[src/rtl/gfx_pkg.sv]
// Shared constants and encodings for the 320x200x8 graphics frame buffer.
// The VGA text/graphics generator uses the same geometry.
package gfx_pkg;

    localparam int H_RES  = 320;
    localparam int V_RES  = 200;
    localparam int ADDR_W = 16;
    localparam int PIX_W  = 8;

    typedef enum logic [1:0] {
        OP_PLOT  = 2'd0,
        OP_FILL  = 2'd1,
        OP_CLEAR = 2'd2,
        OP_NOP   = 2'd3
    } op_e;

    typedef enum logic {
        S_IDLE,
        S_WRITE
    } state_e;

endpackage

[src/rtl/gfx_span_clip.sv]
// Clips a rectangle to the visible frame and derives its first row base.
// Purely combinational; sums are one bit wider than the operands so they cannot wrap.
module gfx_span_clip
    import gfx_pkg::*;
(
    input  logic [8:0]        x,
    input  logic [7:0]        y,
    input  logic [8:0]        w,
    input  logic [7:0]        h,
    output logic [9:0]        xe,
    output logic [8:0]        ye,
    output logic              empty,
    output logic [ADDR_W-1:0] row_base
);

    logic [9:0] x_sum;
    logic [8:0] y_sum;

    always_comb begin
        x_sum = {1'b0, x} + {1'b0, w};
        y_sum = {1'b0, y} + {1'b0, h};
        xe    = (x_sum > 10'(H_RES)) ? 10'(H_RES) : x_sum;
        ye    = (y_sum > 9'(V_RES)) ? 9'(V_RES) : y_sum;
        empty = (x >= 9'(H_RES)) || (y >= 8'(V_RES))
             || (w == '0) || (h == '0);
        // y*320 as y*256 + y*64
        row_base = (ADDR_W'(y) << 8) + (ADDR_W'(y) << 6);
    end

endmodule

[src/rtl/gfx_writer.sv]
// Write-side engine: turns PLOT/FILL/CLEAR commands into clipped,
// row-major, one-byte-per-cycle writes into the video RAM.
module gfx_writer
    import gfx_pkg::*;
(
    input  logic              clk,
    input  logic              rst,
    input  logic              cmd_valid,
    output logic              cmd_ready,
    input  logic [1:0]        cmd_op,
    input  logic [8:0]        cmd_x,
    input  logic [7:0]        cmd_y,
    input  logic [8:0]        cmd_w,
    input  logic [7:0]        cmd_h,
    input  logic [PIX_W-1:0]  cmd_color,
    output logic              vram_we,
    output logic [ADDR_W-1:0] vram_addr,
    output logic [PIX_W-1:0]  vram_data,
    output logic              busy,
    output logic              done
);

    op_e               op;
    logic [8:0]        mx;
    logic [7:0]        my;
    logic [8:0]        mw;
    logic [7:0]        mh;
    logic [9:0]        clip_xe;
    logic [8:0]        clip_ye;
    logic              clip_empty;
    logic [ADDR_W-1:0] clip_base;
    logic              cmd_empty;

    state_e            state_q, state_d;
    logic [8:0]        x0_q, x0_d;
    logic [9:0]        xe_q, xe_d;
    logic [8:0]        ye_q, ye_d;
    logic [8:0]        xc_q, xc_d;
    logic [7:0]        yc_q, yc_d;
    logic [ADDR_W-1:0] row_base_q, row_base_d;
    logic [ADDR_W-1:0] addr_q, addr_d;
    logic [PIX_W-1:0]  data_q, data_d;
    logic              we_q, we_d;
    logic              done_q, done_d;

    assign op = op_e'(cmd_op);

    // PLOT and CLEAR are expressed as FILL rectangles
    always_comb begin
        mx = cmd_x;
        my = cmd_y;
        mw = cmd_w;
        mh = cmd_h;
        unique case (op)
            OP_PLOT: begin
                mw = 9'd1;
                mh = 8'd1;
            end
            OP_CLEAR: begin
                mx = '0;
                my = '0;
                mw = 9'(H_RES);
                mh = 8'(V_RES);
            end
            default: ;
        endcase
    end

    gfx_span_clip u_clip (
        .x        (mx),
        .y        (my),
        .w        (mw),
        .h        (mh),
        .xe       (clip_xe),
        .ye       (clip_ye),
        .empty    (clip_empty),
        .row_base (clip_base)
    );

    assign cmd_empty = clip_empty || (op == OP_NOP);

    always_comb begin
        state_d    = state_q;
        x0_d       = x0_q;
        xe_d       = xe_q;
        ye_d       = ye_q;
        xc_d       = xc_q;
        yc_d       = yc_q;
        row_base_d = row_base_q;
        addr_d     = addr_q;
        data_d     = data_q;
        we_d       = 1'b0;
        done_d     = 1'b0;
        unique case (state_q)
            S_IDLE: begin
                if (cmd_valid) begin
                    if (cmd_empty) begin
                        done_d = 1'b1;
                    end else begin
                        state_d    = S_WRITE;
                        we_d       = 1'b1;
                        x0_d       = mx;
                        xe_d       = clip_xe;
                        ye_d       = clip_ye;
                        xc_d       = mx;
                        yc_d       = my;
                        row_base_d = clip_base;
                        addr_d     = clip_base + ADDR_W'(mx);
                        data_d     = cmd_color;
                    end
                end
            end
            S_WRITE: begin
                if (({1'b0, xc_q} + 10'd1) < xe_q) begin
                    xc_d   = xc_q + 9'd1;
                    addr_d = addr_q + 1'b1;
                    we_d   = 1'b1;
                end else if (({1'b0, yc_q} + 9'd1) < ye_q) begin
                    yc_d       = yc_q + 8'd1;
                    xc_d       = x0_q;
                    row_base_d = row_base_q + ADDR_W'(H_RES);
                    addr_d     = row_base_q + ADDR_W'(H_RES)
                               + ADDR_W'(x0_q);
                    we_d       = 1'b1;
                end else begin
                    state_d = S_IDLE;
                    done_d  = 1'b1;
                end
            end
            default: state_d = S_IDLE;
        endcase
    end

    always_ff @(posedge clk or posedge rst) begin
        if (rst) begin
            state_q    <= S_IDLE;
            x0_q       <= '0;
            xe_q       <= '0;
            ye_q       <= '0;
            xc_q       <= '0;
            yc_q       <= '0;
            row_base_q <= '0;
            addr_q     <= '0;
            data_q     <= '0;
            we_q       <= 1'b0;
            done_q     <= 1'b0;
        end else begin
            state_q    <= state_d;
            x0_q       <= x0_d;
            xe_q       <= xe_d;
            ye_q       <= ye_d;
            xc_q       <= xc_d;
            yc_q       <= yc_d;
            row_base_q <= row_base_d;
            addr_q     <= addr_d;
            data_q     <= data_d;
            we_q       <= we_d;
            done_q     <= done_d;
        end
    end

    assign cmd_ready = (state_q == S_IDLE);
    assign busy      = (state_q == S_WRITE);
    assign vram_we   = we_q;
    assign vram_addr = addr_q;
    assign vram_data = data_q;
    assign done      = done_q;

endmodule

[config.mk]
export PLATFORM = sky130hd
export DESIGN_NAME = gfx_writer
export DESIGN_NICKNAME = d
export VERILOG_FILES = /design/src/rtl/gfx_pkg.sv /design/src/rtl/gfx_span_clip.sv /design/src/rtl/gfx_writer.sv
export SDC_FILE = /design/constraint.sdc
export NUM_CORES = 1
export LEC_CHECK = 0
export ABC_AREA = 1
export CAP_MARGIN = 30
export CORE_MARGIN = 8
export CORE_UTILIZATION = 60
export DETAILED_ROUTE_END_ITERATION = 10
export PLACE_DENSITY_LB_ADDON = 0.12
export SYNTH_ARGS = -nofsm -noshare
export SYNTH_HDL_FRONTEND = slang
export SYNTH_SLANG_ARGS = --single-unit
[constraint.sdc]
create_clock -name clk -period 5.2 [get_ports clk]
set_input_delay 1.04 -clock clk [delete_from_list [all_inputs] [get_ports clk]]
set_output_delay 1.04 -clock clk [all_outputs]
set_load 0.05 [all_outputs]
==> results.cfg <==
[logic_synthesis]
ys_ff_latch = 81
netlist_area_um2 = 6892
synth-simple-area-share = 0.3546
synth_xor_area_frac = 0.03304
avgSynthCellArea_um2 = 6.520
synth_top_area_cell = dfrtp_1
synthAdderAreaFrac = 0.07734
yosys_warnings = 0
synthMuxAreaShare = 0
synth_cell_types = 44
synth_top_family_by_area = simple AND/OR/NAND/NOR gates
synth_ff_type = dfrtp_1
yosysTopAreaCellShare = 0.2941
syn_inst = 1057
synth_edf_count = 0
synth-compound-area-share = 0.1267
yosysSeqAreaShare = 0.2941
synth_nets = 1146
async_reset_ff_frac = 1.000
synth.area.top_cells = dfrtp_1, nand2_1, inv_1

[global_routing]
grt_antenna_before_repair = 0
grt_pass1_wl_um = 30170
grt_overflow = 0
grt_pass1_vias = 6343
grt.total_usage = 0.2461
grt_max_degree = 48

[final_layout]
multi_input_area_um2 = 4078
num-fill-cells = 1004
post-route-util = 0.7006
n_antenna_cell = 0
fin_area_um2 = 7931
seqCellArea_um2 = 2027
layout-drive-gt1-share = 0.05451
nets = 1204
synthToLayoutAreaGrowth_pct = 15.09

[timing]
hold_viol_final = 0
rsz0062_at_grt = false
fmax_mhz = 249.6
period_needed_ns = 4.007
tightest_slew_ns = 0.7883
report.final.slew_viol_count = 0
clock_skew_ns = 0.006619
slew_headroom = 0.4720
fin_crit_sh = 0.7705
finalSetupViolations = 0
tns_ns = 0

[drt]
drtIter0Drc = 602
vias = 6830
drcViolationCount = 0
dr.pass1.iters = 5
wl_per_cell_um = 14.17
wl_um = 17880
ant_nets = 0
avgViaCountPerCell = 5.412

[power]
seqPwrFrac = 0.421
p_leak_nw = 4.198
combPwrFrac = 0.187
p_int_mw = 1.058
power.switching_mw = 0.4441
p_per_area_nw_per_um2 = 189.4
clockPowerShare = 0.392
swShare = 0.2956
finalPower_mw = 1.502
max-vdd-ir-drop_mv = 0.1284

[clock_tree]
cts_setup_buffers = 0
clk_pin_slew_ns = 0.06
cts_buffer_depth = 2
cts_tree = built
cts_resized = 0
cts_hold_buf = 0
insertion_delay_ns = 0.34
htreeDepth = 3
cts_root_buf = clkbuf_16
cts_buffers = 9
cts.sinks = 81

[floorplanning]
die_h_um = 123.2
ios = 75
core_area_um2 = 11320
row_count = 39
start_util = 0.6088
die-area_um2 = 15170
dieWidth_um = 123.2

[outcome]
status = finished, final reports clean

[flow_run]
maxCapViolCount = 0

[setup_path]
cp.required_ns = 5.40
arrival_ns = 4.21
slowest_delay_ns = 0.41
crit_chain = clkdlybuf4s50_1, buf_4, inv_4, nand2_4, inv_2, nor2_1, ha_1, fa_1, nand3_1, nand3_1, a31oi_1, xnor2_1, inv_1, o21ai_0, nand2_1, nand3_1, o21ai_0
cpMaxStageDelayCell = fa_1
worstSetupStartpointType = input port
path_common_cell = nand3_1
critical_path_class = in -> reg
end_kind = flop
critPathMaxFanout = 29

[worst_hold_path]
min_path_type = reg -> reg

[place]
post-dp-hpwl_um = 13720
gp_congestion = 0.9068
port_buffers = 74
dpl-instance-area_um2 = 7664
==> Yosys cell counts, drive strengths merged (8+ instances only) <==
library cell  count
nand4            15
a21oi            30
o211ai            8
a31oi            24
nor3             14
clkbuf           11
nor2             98
buf              23
nand3b           10
inv             151
o21ai            74
ha               41
nand3            92
xor2             19
dfrtp            81
nand2           337
==> per-layer routing <==
metal / track usage / vias to the layer above / share of wire
met5: 0 / - / 0
li1: - / 3528 / -
met1: 0.3292 / 3091 / 0.47
met4: 0.08503 / 0 / 0.022
met2: 0.3944 / 182 / 0.46
met3: 0.04292 / 29 / 0.053
==> registers in the layout, summed over array words and instances, names as in the netlist <==
register	cells
vram_we	1
xe_q	10
vram_data	8
yc_q	8
xc_q	9
x0_q	9
vram_addr	16
done	1
row_base_q	10
ye_q	9
==> final timing paths <==
kind / cells past startpoint / slack, ns / to / start
setup / recovery: 17 / 1.19 / xe_q[2]$_DFFE_PP0P_ / cmd_op[0]
hold / removal: 2 / 0.48 / vram_data[1]$_DFFE_PP0P_ / vram_data[1]$_DFFE_PP0P_
setup reg to reg: 18 / 1.72 / vram_addr[11]$_DFFE_PP0P_ / xc_q[0]$_DFFE_PP0P_
hold reg to reg: 2 / 0.48 / vram_data[1]$_DFFE_PP0P_ / vram_data[1]$_DFFE_PP0P_
max in group asynchronous: 3 / 3.52 / vram_data[3]$_DFFE_PP0P_ / rst
min in group asynchronous: 2 / 1.01 / xc_q[4]$_DFFE_PP0P_ / rst
==> layout make-up <==
class,instances,share of cell area
clock buffers,9,0.02840
clock inverters,6,0.005364
inverters,152,0.07241
multi-input cells,790,0.5141
flip-flops and latches,81,0.2556
well taps,143,0.02256
repair buffers,81,0.1016
==> kinds of logic after synthesis <==
kind of cell | count (synthesis)
XOR/XNOR | 26
buffers and inverters | 186
AND/OR/NAND/NOR | 572
AO/OA/AOI/OAI | 150
flip-flops | 81
adder cells (fa/ha/maj) | 42
==> critical path: cells and delay by family <==
kind / cells / cell delay (ns)
xor+xnor: 1 / 0.14
compound gates: 3 / 0.46
simple gates: 6 / 0.80
fa+ha+maj: 2 / 0.67
buf+inv: 5 / 1.06
==> through the flow <==
step / hold slack (ns) / std cells / setup WS (ns)
detailed placement: 0.4644 / 1247 / 0.8581
global route: 0.4985 / 1262 / 0.8482
finish: 0.4765 / 1262 / 1.193
CTS: 0.4819 / 1262 / 1.219
floorplan: 0.4489 / 1057 / 1.612
global placement: 0.4611 / 1246 / 0.9631
==> power by group through the flow <==
stage	Sequential (mW)	Combinational (mW)	Clock (mW)
6_report	0.632	0.281	0.589
5_1_grt	0.632	0.315	0.624
4_1_cts	0.632	0.279	0.598
3_5_place_dp	0.644	0.278	0
3_3_place_gp	0.644	0.274	0
2_1_floorplan	0.644	0.191	0
==> cell usage in the layout (no fill, tap or decap), types with 7 or more instances in the layout <==
master / instances
o21ai_1: 25
nor3_1: 14
inv_2: 8
a21oi_1: 28
inv_1: 141
ha_1: 41
nand3_1: 90
clkbuf_16: 9
xnor2_1: 7
o211ai_1: 7
nand3b_1: 10
dfrtp_1: 81
nand4_1: 15
clkdlybuf4s50_1: 74
o21ai_0: 44
nand2_1: 326
a31oi_1: 24
nor2_1: 93
nand2_2: 8
xor2_1: 19
Power figures use the tool's default switching activity.
